### src/rtl/seq_detect_ctrl.sv
// Programmable serial pattern detector with config handshake,
// overlap control and a match limit that ends the scan.
module seq_detect_ctrl #(
  parameter int MAXLEN = 8,
  parameter int LENW   = 4,
  parameter int CNTW   = 8
) (
  input  logic              clk,
  input  logic              reset,
  input  logic              cfg_valid,
  output logic              cfg_ready,
  input  logic [MAXLEN-1:0] cfg_pattern,
  input  logic [LENW-1:0]   cfg_len,
  input  logic              cfg_overlap,
  input  logic [CNTW-1:0]   cfg_limit,
  input  logic              start,
  input  logic              abort,
  input  logic              x,
  input  logic              x_valid,
  output logic              z,
  output logic [CNTW-1:0]   match_count,
  output logic              busy,
  output logic              done
);

  typedef enum logic [1:0] {
    IDLE,
    LOADED,
    RUN,
    DONE
  } state_t;

  state_t state, state_n;

  logic [MAXLEN-1:0] pat, pat_n;
  logic [MAXLEN-1:0] hist, hist_n;
  logic [MAXLEN-1:0] mask, shifted;
  logic [LENW-1:0]   len, len_n, len_c;
  logic [LENW-1:0]   fill, fill_n, fill_inc;
  logic [CNTW-1:0]   lim, lim_n;
  logic [CNTW-1:0]   cnt, cnt_n, cnt_inc;
  logic              ovl, ovl_n;
  logic              z_n, hs, hit;

  assign cfg_ready   = (state != RUN);
  assign busy        = (state == RUN);
  assign done        = (state == DONE);
  assign match_count = cnt;
  assign hs          = cfg_valid & cfg_ready;

  always_comb begin
    mask = '0;
    for (int i = 0; i < MAXLEN; i++)
      mask[i] = (i < int'(len));
  end

  always_comb begin
    len_c = cfg_len;
    if (cfg_len == '0)
      len_c = LENW'(1);
    else if (cfg_len > LENW'(MAXLEN))
      len_c = LENW'(MAXLEN);
  end

  assign shifted  = {hist[MAXLEN-2:0], x};
  assign fill_inc = (fill < len) ? fill + LENW'(1) : len;
  assign cnt_inc  = (&cnt) ? cnt : cnt + CNTW'(1);
  assign hit      = (fill_inc == len) &&
                    (((shifted ^ pat) & mask) == '0);

  always_comb begin
    state_n = state;
    pat_n   = pat;
    len_n   = len;
    ovl_n   = ovl;
    lim_n   = lim;
    hist_n  = hist;
    fill_n  = fill;
    cnt_n   = cnt;
    z_n     = 1'b0;
    if (hs) begin
      pat_n = cfg_pattern;
      len_n = len_c;
      ovl_n = cfg_overlap;
      lim_n = cfg_limit;
    end
    case (state)
      IDLE: begin
        if (hs) state_n = LOADED;
      end
      LOADED, DONE: begin
        if (abort || hs) begin
          state_n = LOADED;
        end else if (start) begin
          state_n = RUN;
          hist_n  = '0;
          fill_n  = '0;
          cnt_n   = '0;
        end
      end
      RUN: begin
        if (abort) begin
          state_n = LOADED;
        end else if (x_valid) begin
          hist_n = shifted;
          fill_n = fill_inc;
          if (hit) begin
            z_n   = 1'b1;
            cnt_n = cnt_inc;
            if (!ovl) fill_n = '0;
            // limit reached: z and done rise on the same edge
            if (lim != '0 && cnt_inc == lim)
              state_n = DONE;
          end
        end
      end
      default: state_n = IDLE;
    endcase
  end

  always_ff @(posedge clk or negedge reset) begin
    if (!reset) begin
      state <= IDLE;
      pat   <= '0;
      len   <= '0;
      ovl   <= 1'b0;
      lim   <= '0;
      hist  <= '0;
      fill  <= '0;
      cnt   <= '0;
      z     <= 1'b0;
    end else begin
      state <= state_n;
      pat   <= pat_n;
      len   <= len_n;
      ovl   <= ovl_n;
      lim   <= lim_n;
      hist  <= hist_n;
      fill  <= fill_n;
      cnt   <= cnt_n;
      z     <= z_n;
    end
  end

endmodule

### config.mk
export PLATFORM = sky130hd
export DESIGN_NAME = seq_detect_ctrl
export DESIGN_NICKNAME = d
export VERILOG_FILES = /design/src/rtl/seq_detect_ctrl.sv
export SDC_FILE = /design/constraint.sdc
export NUM_CORES = 1
export LEC_CHECK = 0
export CAP_MARGIN = 20
export CELL_PAD_IN_SITES_DETAIL_PLACEMENT = 0
export CELL_PAD_IN_SITES_GLOBAL_PLACEMENT = 1
export CORE_AREA = 2 2 91 93
export CTS_CLUSTER_SIZE = 28
export DETAILED_ROUTE_END_ITERATION = 6
export DIE_AREA = 0 0 93 95
export PLACE_DENSITY = 0.68
export SLEW_MARGIN = 40
export SYNTH_ARGS = -nofsm -noshare
export SYNTH_HDL_FRONTEND = slang
export SYNTH_SLANG_ARGS = --single-unit
export TNS_END_PERCENT = 10
### constraint.sdc
create_clock -name clk -period 5.1 [get_ports clk]
set_input_delay 1.02 -clock clk [delete_from_list [all_inputs] [get_ports clk]]
set_output_delay 1.02 -clock clk [all_outputs]
set_load 0.05 [all_outputs]
==> flow_summary_export.csv, run 1 <==
group,metric,value,unit
global_route,grt_overflow,0,
layout,nets,325,
critical_path,r2r_slack,2.02,ns
detailed_routing,routed_wl,5.85,mm
power_and_ir_drop,power_density,270,nW/um2
layout,final-seq-area,1080,um2
synthesis,syn_nets,292,
critical_path,r2r_cells,8,
layout,area_growth,23.7,%
critical_path,startpoint_type,"flop",
timing,slew_violations,0,
synthesis,avgSynthCellArea,9.76,um2
power_and_ir_drop,intPower,627,uW
synthesis,async_reset_ff_share,100,%
floorplanning,row_count,33,
synthesis,synth_ff_type,"dfrtp_1",
global_route,grt_pass1_wl,9.78,mm
min_path,hold_path_depth,1,
layout,diodes,0,
global_route,busiest_layer,"met2",
clocking,cts_root_buf,"clkbuf_8",
placement,dp_hpwl,4.24,mm
critical_path,crit_type,"reg -> out",
synthesis,synthCells,259,
detailed_routing,via_per_inst,5.08,
synthesis,synth_area,2530,um2
synthesis,synth_seq_cells,43,
power_and_ir_drop,swShare,25.8,%
min_path,min_from,"hist[6]",
clocking,cts_buffer_depth,2,
global_route,track_usage,14.1,%
placement,place_inst,390,
global_route,use_met1,19.6,%
critical_path,worst_ep_arrival_time,2.17,ns
detailed_routing,wl_per_cell,14.7,um
clocking,numClockSinks,43,
timing,clock_skew,0.00800,ns
power_and_ir_drop,p_clk_share,38.1,%
floorplanning,dieHeight,95,um
detailed_routing,firstDrtPassIters,4,
critical_path,critPathLaunch,"state[0]",
clocking,holdBufCountCts,0,
timing,hold_violations,0,
power_and_ir_drop,comb_power_share,15.8,%
job,cap_violations,0,
critical_path,crit_path_top_delay_cell,"clkdlybuf4s50_1",
global_route,grt_pass1_vias,1951,
critical_path,r2r_start,"len[1]",
layout,fin_cells,398,
global_route,grt.met3_usage,2.71,%
global_route,grt_util_met2,21.7,%
clocking,tritoncts,"built",
critical_path,crit_required,4.08,ns
placement,place_area,2990,um2
timing,rsz0062_at_grt,"no",
power_and_ir_drop,vdd_drop_max,0.108,mV
power_and_ir_drop,seqPwrFrac,46.0,%
synthesis,ys_types,52,
floorplanning,die_area,8840,um2
critical_path,slowest_delay,0.84,ns
floorplanning,start_util,31.9,%
placement,globalplace.congestion,0.783,
critical_path,crit_path_end_kind,"output port",
clocking,clk-insertion-delay-late,0.30,ns
timing,slew-limit-headroom,49.9,%
critical_path,timing.critical_path.cells,"nand2b_1 > inv_1 > clkdlybuf4s50_1",
power_and_ir_drop,power.switching,218,uW
timing,fmax,314,MHz
synthesis,synth.yosys.seq_area_share,42.6,%
clocking,clk_pin_slew_worst_paths,0.09,ns
placement,port_buffers,39,
clocking,cts_buffers,5,
global_route,grt_max_degree,44,
timing,min_period,3.19,ns
min_path,hold_end,"hist[6]",
floorplanning,io_pins,40,
layout,fillers,813,
synthesis,synth_edf_count,0,
clocking,htreeDepth,2,
power_and_ir_drop,leakagePower,1.25,nW
timing,fin_crit_sh,62.5,%
detailed_routing,num_vias,2021,
floorplanning,core_area,7930,um2
synthesis,yosys_warnings,0,
outcome,status,"finished clean",
detailed_routing,drcViolationCount,0,
global_route,antenna_found_initial,0,
power_and_ir_drop,finalPower,845,uW
detailed_routing,detail-route-antenna-nets,0,
critical_path,regToRegEndpoint,"fill[2]",
floorplanning,die_x,93,um
clocking,cts-resized-gates,0,
timing,tightest_slew,0.748,ns
min_path,hold_class,"reg -> reg",
clocking,post_cts_buffers,0,
critical_path,crit_fanout,8,
timing,tns,0,ns
layout,multi_input_area,1370,um2
detailed_routing,dr.first_iter.drc_count,74,
timing,setup_viol,0,
layout,fin_area,3130,um2
layout,drive_gt1_share,11.3,%
[Yosys cell counts (all sizes together), types with 2 or more instances]
cell | n | area (um2)
nor4 | 3 | 18.8
nand3b | 2 | 15.0
and4 | 2 | 17.5
nand2 | 17 | 63.8
o311ai | 2 | 17.5
or3 | 3 | 23.8
and2 | 3 | 18.8
a2111oi | 2 | 23.8
mux2 | 19 | 214
nor3b | 2 | 15.0
a22o | 7 | 61.3
a211o | 2 | 17.5
nand2b | 4 | 25.0
inv | 8 | 30.0
o31ai | 2 | 15.0
nand3 | 11 | 55.1
a21oi | 15 | 75.1
a31oi | 3 | 18.8
dfrtp | 43 | 1080
nand4 | 3 | 18.8
nor3 | 5 | 25.0
o21a | 3 | 22.5
and3 | 2 | 12.5
buf | 4 | 25.0
ha | 5 | 62.6
clkbuf | 9 | 33.8
or4 | 3 | 22.5
o21ai | 15 | 75.1
xor2 | 9 | 78.8
xnor2 | 13 | 114
nor4b | 2 | 17.5
nor2 | 19 | 71.3
o211ai | 3 | 22.5
[worst max-delay path by stage]
stage	to	slack [ns]	cells after the start
6_report	busy	1.91	3
2_1_floorplan	state[0]	2.43	9
3_3_place_gp	fill[0]	2.00	6
5_1_grt	fill[1]	1.73	9
3_5_place_dp	fill[1]	1.97	6
4_1_cts	busy	1.88	3
[per-layer routing]
layer | wire (um) | vias up
met3 | 214 | 4
met2 | 2630 | 34
met1 | 2920 | 966
met5 | 0 | -
li1 | - | 1017
met4 | 75 | 0
[cell usage in the layout (no fill, tap or decap), drive strengths merged, types with 3 or more instances in the layout]
| master | n |
|---|---|
| clkdlybuf4s50 | 38 |
| nand3 | 11 |
| inv | 8 |
| nand4 | 3 |
| xor2 | 9 |
| or3 | 3 |
| o21ai | 15 |
| a21oi | 15 |
| xnor2 | 13 |
| ha | 5 |
| mux2 | 19 |
| a22o | 7 |
| nand2 | 17 |
| dfrtp | 43 |
| o21a | 3 |
| clkbuf | 5 |
| nor3 | 5 |
| nand2b | 4 |
| nor2 | 19 |
| nor4 | 3 |
| o211ai | 3 |
| a31oi | 3 |
| or4 | 3 |
| and2 | 3 |
[power groups by stage]
stage,Sequential [mW],Combinational [mW],Clock [mW]
after global placement,0.395,0.134,0
after global routing,0.392,0.150,0.342
after CTS,0.389,0.136,0.329
after floorplan,0.387,0.0927,0
final,0.389,0.134,0.322
after detailed placement,0.396,0.136,0
[critical path: cells and delay by family (launching register included)]
kind	cells	cell delay, ns
DFF	1	0.46
and+or+nand+nor	1	0.33
buffers and inverters	2	1.08
[sequential cells by signal, indices dropped and copies added (netlist names)]
signal       count
hist             7
len              4
fill             4
ovl              1
pat              8
z                1
state            2
match_count      8
lim              8
[through the flow]
stage          util [%]  hold slack [ns]  worst slack (ns)
6_report           39.5            0.525              1.91
5_1_grt            39.5            0.557              1.73
3_3_place_gp       37.7            0.504              2.00
2_1_floorplan         -            0.485              2.43
4_1_cts            39.5            0.533              1.88
3_5_place_dp       37.7            0.505              1.97
[layout make-up]
class / instances / area share (%)
multi-input combinational: 195 / 43.7
sequential: 43 / 34.4
timing repair buffer: 39 / 12.4
tap: 105 / 4.20
clock buffer: 5 / 2.20
clock inverter: 3 / 2.16
inverter: 8 / 0.960
[logic make-up after synthesis]
kind of cell,after synthesis,synth area share [%]
and+or+nand+nor,83,17.3
AOI/OAI and AO/OA,65,17.7
DFF,43,42.6
xor gates and xnor gates,22,7.62
buffers and inverters,21,3.51
muxes,20,8.86
adders and majority gates,5,2.47
(Power assumes the default switching activity.)
==> run 2: changes to the inputs <==
--- a/config.mk
+++ b/config.mk
@@ -12,7 +12,7 @@
 export CTS_CLUSTER_SIZE = 28
 export DETAILED_ROUTE_END_ITERATION = 6
 export DIE_AREA = 0 0 93 95
-export PLACE_DENSITY = 0.68
+export PLACE_DENSITY = 0.7
 export SLEW_MARGIN = 40
 export SYNTH_ARGS = -nofsm -noshare
 export SYNTH_HDL_FRONTEND = slang
==> constraint.sdc (replaced) <==
create_clock -name clk -period 2.6 [get_ports clk]
set_input_delay 0.52 -clock clk [delete_from_list [all_inputs] [get_ports clk]]
set_output_delay 0.52 -clock clk [all_outputs]
set_load 0.05 [all_outputs]
==> flow_summary_export.csv, run 2 (synthesized netlist as in run 1, its figures left out) <==
group,metric,value,unit
global_route,grt_max_degree,38,
power_and_ir_drop,finalPower,1.53,mW
critical_path,cp_num_cells,7,
floorplanning,io_pins,40,
global_route,antenna_found_initial,0,
timing,min_period,2.50,ns
timing,slew-limit-headroom,66.3,%
layout,fillers,812,
job,cap_violations,0,
critical_path,crit_path_frequent_cell,"or3_4",
detailed_routing,detail-route-antenna-nets,0,
clocking,numClockSinks,43,
detailed_routing,drcViolationCount,0,
global_route,grt_pass1_wl,10.4,mm
global_route,grt_pass1_vias,2120,
critical_path,crit_required,2.83,ns
placement,place_ws,-0.0341,ns
layout,diodes,0,
timing,rsz0062_at_grt,"yes",
critical_path,endpoint,"match_count[2]",
layout,drive_gt1_share,19.2,%
critical_path,crit_buf_inv,0,
critical_path,crit_path_end_kind,"flop",
critical_path,worst_ep_arrival_time,2.73,ns
clocking,htreeDepth,2,
critical_path,startpoint_type,"flop",
detailed_routing,dr.first_iter.drc_count,75,
placement,dp_hpwl,4.59,mm
clocking,tritoncts,"built",
timing,clock_skew,0.0130,ns
timing,hold_violations,0,
floorplanning,die_x,93,um
critical_path,regToRegEndpoint,"match_count[2]",
critical_path,r2r_start,"len[1]",
placement,port_buffers,39,
floorplanning,die_area,8840,um2
layout,layout_commonest_cell,"dfrtp_1",
power_and_ir_drop,vdd_drop_max,0.285,mV
clocking,holdBufCountCts,0,
critical_path,crit_path_top_delay_cell,"or4_1",
detailed_routing,via_per_inst,5.04,
outcome,status,"finished clean",
power_and_ir_drop,leakagePower,1.35,nW
timing,tightest_slew,0.504,ns
floorplanning,core_area,7930,um2
layout,final_cell_mix,"dfrtp_1 (41), clkdlybuf4s50_1 (37), buf_4 (26), nor2_1 (19), mux2_2 (19)",
min_path,hold_class,"in -> async",
detailed_routing,num_vias,2131,
critical_path,crit_fanout,13,
layout,area_growth,29.6,%
clocking,cts_buffers,5,
critical_path,r2r_slack,0.1,ns
detailed_routing,firstDrtPassIters,4,
critical_path,critPathLaunch,"len[1]",
power_and_ir_drop,power_density,465,nW/um2
critical_path,r2r_cells,7,
critical_path,crit_type,"reg -> reg",
placement,globalplace.congestion,0.813,
global_route,track_usage,15.1,%
timing,layout_setup_ws,0.0964,ns
layout,nets,350,
timing,setup_viol,0,
floorplanning,row_count,33,
timing,fin_crit_sh,96.3,%
clocking,cts_buffer_depth,2,
critical_path,critPathTopFamily,"simple AND/OR/NAND/NOR gates",
clocking,cts_root_buf,"clkbuf_8",
timing,slew_violations,0,
clocking,clk_pin_slew_worst_paths,0.09,ns
critical_path,timing.critical_path.cells,"or3_4 > a2111oi_2 > o21a_1 > o221ai_2 > or3_4 > or4_1 > o21ai_1",
floorplanning,dieHeight,95,um
detailed_routing,routed_wl,6.08,mm
global_route,grt_overflow,0,
critical_path,slowest_delay,0.48,ns
layout,multi_input_area,1370,um2
clocking,clk-insertion-delay-late,0.30,ns
detailed_routing,wl_per_cell,14.4,um
timing,fmax,399,MHz
layout,final-seq-area,1080,um2
floorplanning,start_util,31.9,%
-- run 2: changes by cell type in the layout (fill, tap and decap cells not counted), sizes merged --
| cell | delta |
|---|---|
| clkinv | +1 |
| bufinv | -2 |
| clkdlybuf4s50 | -1 |
| clkbuf | +1 |
| buf | +26 |
-- run 2: layout make-up --
class	count	area share (%)
clock buffers	6	2.52
clock inverters	2	0.496
inverters	8	0.916
multi-input cells	195	41.8
flip-flops and latches	43	32.9
well taps	105	4.01
repair buffers	64	17.4
-- run 2: worst reg2reg max path, delay by kind of cell, from the launching register on --
family | cells | cell delay [ns]
flip-flops | 1 | 0.41
AO/OA/AOI/OAI | 4 | 0.73
AND/OR/NAND/NOR | 3 | 1.30
-- run 2: report_power, final --
part           total (mW)  internal (mW)  switching, mW  leakage [nW]
Combinational       0.306          0.161          0.144         0.759
Sequential          0.752          0.711         0.0408         0.548
Clock               0.468          0.217          0.251        0.0474
-- run 2: worst min-delay path by stage --
stage,cells past startpoint,startpoint,to,slack (ns)
after floorplan,0,reset,fill[0],0.22
after global placement,1,reset,lim[2],0.38
after detailed placement,1,reset,lim[2],0.37
after CTS,1,reset,match_count[3],0.04
after global routing,1,reset,match_count[3],0.05
final,1,reset,match_count[0],0.05
-- run 2: routing by layer --
layer / track usage [%] / vias up / routed length, um
li1: - / 1067 / -
met1: 22.2 / 1020 / 3100
met2: 22.0 / 40 / 2670
met3: 2.79 / 4 / 231
met4: 5.51 / 0 / 80
met5: 0 / - / 0
-- run 2: what timing repair did --
| action | 4_1_cts | 5_1_grt |
|---|---|---|
| setup endpoints to repair | 8 | 7 |
| resized for setup | 1 | 1 |
| pin swaps | 0 | 0 |
| setup buffers | 0 | 0 |
| gates cloned | 0 | 0 |
-- run 2: per-stage QoR --
stage | instances | setup TNS [ns] | hold WS [ns] | instance area [um2] | util [%]
final | 423 | 0 | 0.0471 | 3280 | 41.4
after global routing | 423 | -0.0309 | 0.0484 | 3280 | 41.4
after global placement | 415 | 0 | 0.376 | 3170 | 40.0
after CTS | 423 | 0 | 0.0409 | 3280 | 41.4
after detailed placement | 415 | -0.0598 | 0.369 | 3170 | 40.0
after floorplan | 259 | -0.107 | 0.224 | 2530 | -
==> edit 1 (flow settings as in run 2) <==
Register the inputs `cfg_valid`, `cfg_pattern`, `cfg_len`, `cfg_overlap` and `cfg_limit` before use, with the module's reset. The logic sees them one clock later. The other inputs are not delayed to match.
--- a/src/rtl/seq_detect_ctrl.sv
+++ b/src/rtl/seq_detect_ctrl.sv
@@ -30,6 +30,28 @@
     DONE
   } state_t;
 
+  logic cfg_valid_q;
+  logic [MAXLEN-1:0] cfg_pattern_q;
+  logic [LENW-1:0] cfg_len_q;
+  logic cfg_overlap_q;
+  logic [CNTW-1:0] cfg_limit_q;
+
+  always_ff @(posedge clk or negedge reset) begin
+    if (!reset) begin
+      cfg_valid_q   <= '0;
+      cfg_pattern_q <= '0;
+      cfg_len_q     <= '0;
+      cfg_overlap_q <= '0;
+      cfg_limit_q   <= '0;
+    end else begin
+      cfg_valid_q   <= cfg_valid;
+      cfg_pattern_q <= cfg_pattern;
+      cfg_len_q     <= cfg_len;
+      cfg_overlap_q <= cfg_overlap;
+      cfg_limit_q   <= cfg_limit;
+    end
+  end
+
   state_t state, state_n;
 
   logic [MAXLEN-1:0] pat, pat_n;
@@ -46,7 +68,7 @@
   assign busy        = (state == RUN);
   assign done        = (state == DONE);
   assign match_count = cnt;
-  assign hs          = cfg_valid & cfg_ready;
+  assign hs          = cfg_valid_q & cfg_ready;
 
   always_comb begin
     mask = '0;
@@ -55,10 +77,10 @@
   end
 
   always_comb begin
-    len_c = cfg_len;
-    if (cfg_len == '0)
+    len_c = cfg_len_q;
+    if (cfg_len_q == '0)
       len_c = LENW'(1);
-    else if (cfg_len > LENW'(MAXLEN))
+    else if (cfg_len_q > LENW'(MAXLEN))
       len_c = LENW'(MAXLEN);
   end
 
@@ -79,10 +101,10 @@
     cnt_n   = cnt;
     z_n     = 1'b0;
     if (hs) begin
-      pat_n = cfg_pattern;
+      pat_n = cfg_pattern_q;
       len_n = len_c;
-      ovl_n = cfg_overlap;
-      lim_n = cfg_limit;
+      ovl_n = cfg_overlap_q;
+      lim_n = cfg_limit_q;
     end
     case (state)
       IDLE: begin
Check against the original RTL: not equivalent (Yosys sat finds a counterexample within 4 cycles, from zero or initial values and one cycle with reset low).
==> edit 1 against run 2 <==
Worst setup slack better by 0.097 ns. Area after synthesis up 23%. Highest routed layer unchanged. Sequential cell count up 22. Cell area up 19%. Combinational power about the same. Routed wire length up 10%. Core utilization up 7.7 points. Largest power group unchanged. Critical path depth unchanged. Largest cell class is now sequential cells. Sequential share of layout area up 8.9 points. Synthesized cell count up 6.2%. First-iteration DRC count up 100%. Total power up 52%.
==> edit 1: results <==
metrics = {
    "run_status": {
        "outcome": "finished, final reports clean",
    },
    "critical_path": {
        "crit_slowest_cell": "dfrtp_1",
        "rr_worst_depth": 7,
        "rr_endpoint": "match_count[4]",
        "r2r_slack_ns": 0.19,
        "max_stage_delay_ns": 0.50,
        "crit_fanout": 6,
        "reg2reg_from": "len[2]",
        "arrival_ns": 2.68,
    },
    "global_routing": {
        "grtUsageMet2": 0.247,
        "grt_pass1_wl_mm": 11.3,
        "grt_util_met1": 0.232,
        "grt_max_degree": 66,
        "use_met3": 0.0423,
        "grt_antenna_before_repair": 0,
        "grt_overflow_total": 0,
        "grt_pass1_vias": 2331,
        "grt_use_total": 0.166,
    },
    "clocking": {
        "cts_buffer_depth": 2,
        "post_cts_buffers": 0,
        "clock-root-buffer": "clkbuf_8",
        "cts_max_level": 3,
        "cts_resized": 0,
        "insertion_delay_ns": 0.34,
        "cts.clk_slew.worst_paths_ns": 0.07,
        "cts_buffers": 9,
    },
    "timing": {
        "slew_headroom": 0.614,
        "fin_hold_ws_ns": 0.182,
        "fin_worst_skew_ns": 0.00972,
    },
    "power": {
        "leakagePower_uw": 0.00170,
        "max-vdd-ir-drop_mv": 0.402,
    },
    "routing": {
        "avgRoutedWirePerCell_um": 15.3,
        "initialDrtViolationCount": 150,
        "drt-total-wl_mm": 6.69,
        "via_per_inst": 5.35,
    },
    "synth": {
        "yosys_most_used_dff": "dfrtp_1",
        "yosys-top-cells-count": "dfrtp_1 (65), mux2_2 (19), nand2_1 (18), o21ai_0 (17)",
        "synthTopCellsByArea": "dfrtp_1 (52%), mux2_2 (6.9%), xor2_1 (2.8%)",
        "ys_seq_area_frac": 0.522,
        "synthCells": 275,
        "synth_cell_types": 56,
        "syn_nets": 308,
    },
    "cells_and_area": {
        "layout-drive-gt1-share": 0.186,
        "nets": 362,
        "final_cell_area_um2": 3890,
        "antenna_cells": 0,
        "n_fill_cell": 756,
    },
    "place": {
        "place_ws_ns": 0.0670,
        "dp_hpwl_mm": 4.74,
        "place_area_um2": 3690,
        "dp_cells": 423,
        "place_congestion": 0.891,
    },
}
[edit 1: cell count changes after synthesis, sizes merged, moves of 3 or more]
cell	before	now
a211oi	1	5
o21ai	15	18
buf	4	1
o21a	3	0
a21oi	15	11
and3	2	8
dfrtp	43	65
nor2	19	11
nand3	11	7
o22a	0	4
a31oi	3	6
a21o	0	4
xnor2	13	4
[edit 1: how the worst max path moves through the flow]
stage                         from             end  slack [ns]  cells past startpoint
floorplan           match_count[0]        state[0]        0.06                      8
global placement                 x  match_count[4]        0.08                      7
detailed placement               x  match_count[4]        0.07                      7
CTS                         len[2]  match_count[4]        0.20                      7
global route                len[3]  match_count[4]       0.002                      9
finish                      len[2]  match_count[4]        0.19                      7
[edit 1: cell families after synthesis]
family	after synthesis	synth area share
AO/OA/AOI/OAI	80	0.191
AND/OR/NAND/NOR	71	0.121
flip-flops	65	0.522
buffers and inverters	20	0.0345
multiplexers	20	0.0719
XOR/XNOR	14	0.0393
adder cells (fa/ha/maj)	5	0.0201
[edit 1: cell type report]
cell class | count | share of cell area
flip-flops and latches | 65 | 0.418
multi-input cells | 190 | 0.357
repair buffers | 54 | 0.131
clock buffers | 11 | 0.0389
well taps | 105 | 0.0338
clock inverters | 4 | 0.0135
inverters | 9 | 0.00868
[edit 1: power by group]
group / switching [uW] / internal (uW)
sequential: 57.5 / 1070
clock: 390 / 490
combinational: 152 / 155
total: 599 / 1720
[edit 1: worst max-delay path, delay by kind of cell (launching register included)]
family,cells,cell delay [ns]
adders and majority gates,1,0.25
buffers and inverters,1,0.11
and+or+nand+nor,1,0.18
AOI/OAI and AO/OA,4,1.32
DFF,1,0.50
[edit 1: metal layers]
layer | part of all wire | vias to the layer above
met5 | 0 | -
met4 | 0.014 | 0
li1 | - | 1132
met1 | 0.48 | 1143
met3 | 0.055 | 8
met2 | 0.45 | 62
==> edit 2 (flow settings as in run 2) <==
Without the edit above. `LENW`: 4 -> 8.
--- a/src/rtl/seq_detect_ctrl.sv
+++ b/src/rtl/seq_detect_ctrl.sv
@@ -2,7 +2,7 @@
 // overlap control and a match limit that ends the scan.
 module seq_detect_ctrl #(
   parameter int MAXLEN = 8,
-  parameter int LENW   = 4,
+  parameter int LENW   = 8,
   parameter int CNTW   = 8
 ) (
   input  logic              clk,
Ports: changed (resized cfg_len); port bits go from 40 to 44. No check against the original RTL was run, so the function may have changed too.
==> edit 2 against run 2 <==
Fmax up 2.9%. Sequential share of layout area down 1.8 points. Cell area up 25%. Area after synthesis up 30%. Worst setup slack better by 0.072 ns. Critical path type unchanged. Cell count up 19%. Total power up 8.6%. Via count up 30%. Largest cell class unchanged. First-iteration DRC count up 43%. Routed wire length up 36%. Sequential power up 16%. Sequential cell count up 8.
==> edit 2: results <==
metrics = {
    "synth": {
        "yosys-top-cells-count": "dfrtp_1 (51), nand2_1 (31), mux2_2 (19), nor2_1 (17), xor2_1 (15)",
        "ys_seq_area_frac": 0.387,
        "synth_cell_types": 63,
        "yosys_warnings": 0,
        "yosys_most_used_dff": "dfrtp_1",
        "synthTopCellsByArea": "dfrtp_1 (39%), mux2_2 (6.5%), xor2_1 (4.0%)",
        "synthArstFlopShare": 1.00,
        "syn_nets": 375,
    },
    "critical_path": {
        "arrival_ns": 2.63,
        "crit_fanout": 9,
        "crit_slowest_cell": "or4_4",
        "crit_family": "simple AND/OR/NAND/NOR gates",
        "max_stage_delay_ns": 0.58,
    },
    "clocking": {
        "cts_max_level": 2,
        "insertion_delay_ns": 0.31,
        "cts.clk_slew.worst_paths_ns": 0.11,
        "cts_buffers": 5,
        "clock-root-buffer": "clkbuf_8",
        "cts_buffer_depth": 2,
    },
    "place": {
        "place_area_um2": 3990,
        "port_buffers": 43,
        "place_ws_ns": -0.0760,
        "place_congestion": 0.833,
        "dp_hpwl_mm": 6.08,
    },
    "timing": {
        "slew_headroom": 0.537,
        "fin_worst_skew_ns": 0.0124,
    },
    "cells_and_area": {
        "antenna_cells": 0,
        "nets": 438,
        "layout-drive-gt1-share": 0.211,
    },
    "run_status": {
        "outcome": "finished, final reports clean",
    },
    "power": {
        "leakagePower_uw": 0.00177,
        "max-vdd-ir-drop_mv": 0.217,
    },
    "global_routing": {
        "grt_pass1_wl_mm": 14.2,
        "grt_pass1_vias": 2721,
        "grt_max_degree": 52,
        "grt_use_total": 0.204,
        "grt_antenna_before_repair": 0,
    },
    "routing": {
        "avgRoutedWirePerCell_um": 16.5,
        "via_count": 2774,
        "initialDrtViolationCount": 107,
        "first_pass_iters": 4,
    },
    "worst_hold_path": {
        "hold_path.class": "in -> async",
    },
}
edit 2: cell type report:
type	instances	area, um2
Sequential cell	51	1280
Fill cell	747	3810
Timing Repair Buffer	74	666
Tap cell	105	131
Clock inverter	3	28.8
Multi-Input combinational cell	254	1900
Clock buffer	5	68.8
Inverter	11	41.3
edit 2: power by group:
| group | leakage [uW] | internal [uW] | total, uW | switching (uW) |
|---|---|---|---|---|
| clock | 0.0000502 | 200 | 503 | 303 |
| combinational | 0.00106 | 148 | 280 | 132 |
| sequential | 0.000660 | 832 | 874 | 41.2 |
| total | 0.00177 | 1180 | 1660 | 476 |
edit 2: metal layers:
layer	up-vias	share of wire	GRT usage
li1	1354	-	-
met4	0	0.0085	0.0466
met1	1367	0.47	0.276
met3	7	0.028	0.0343
met5	-	0	0
met2	46	0.50	0.344
edit 2: path summary, 6_finish.rpt:
kind	start	to	slack [ns]	cells after the start
setup / recovery	len[6]	match_count[2]	0.17	9
hold / removal	reset	match_count[3]	0.32	2
setup reg to reg	len[6]	match_count[2]	0.17	9
hold reg to reg	pat[1]	pat[1]	0.54	1
max in group asynchronous	reset	fill[4]	1.76	2
min in group clk	pat[1]	pat[1]	0.54	1
edit 2: kinds of logic (layout without fill, tap and decap cells):
| logic type | count (synthesis) | after routing | synth area share |
|---|---|---|---|
| simple gates | 113 | 113 | 0.185 |
| compound gates | 73 | 73 | 0.178 |
| flops | 51 | 51 | 0.387 |
| mux | 31 | 31 | 0.102 |
| buf+inv | 29 | 93 | 0.0387 |
| xor+xnor | 27 | 27 | 0.0717 |
| fa+ha+maj | 10 | 10 | 0.0372 |
edit 2: through the flow:
stage / power (uW) / hold slack, ns / util / setup TNS, ns / std cells
2_1_floorplan: 1030 / 0.224 / - / 0 / 334
3_3_place_gp: 1160 / 0.502 / 0.503 / 0 / 492
3_5_place_dp: 1170 / 0.511 / 0.503 / -0.365 / 492
4_1_cts: 1680 / 0.350 / 0.515 / 0 / 500
5_1_grt: 1740 / 0.382 / 0.519 / 0 / 503
6_report: 1660 / 0.323 / 0.519 / 0 / 503
edit 2: what timing repair did:
action | CTS | global route
setup endpoints to repair | 0 | 3
resized for setup | 0 | 4
setup buffers | 0 | 3
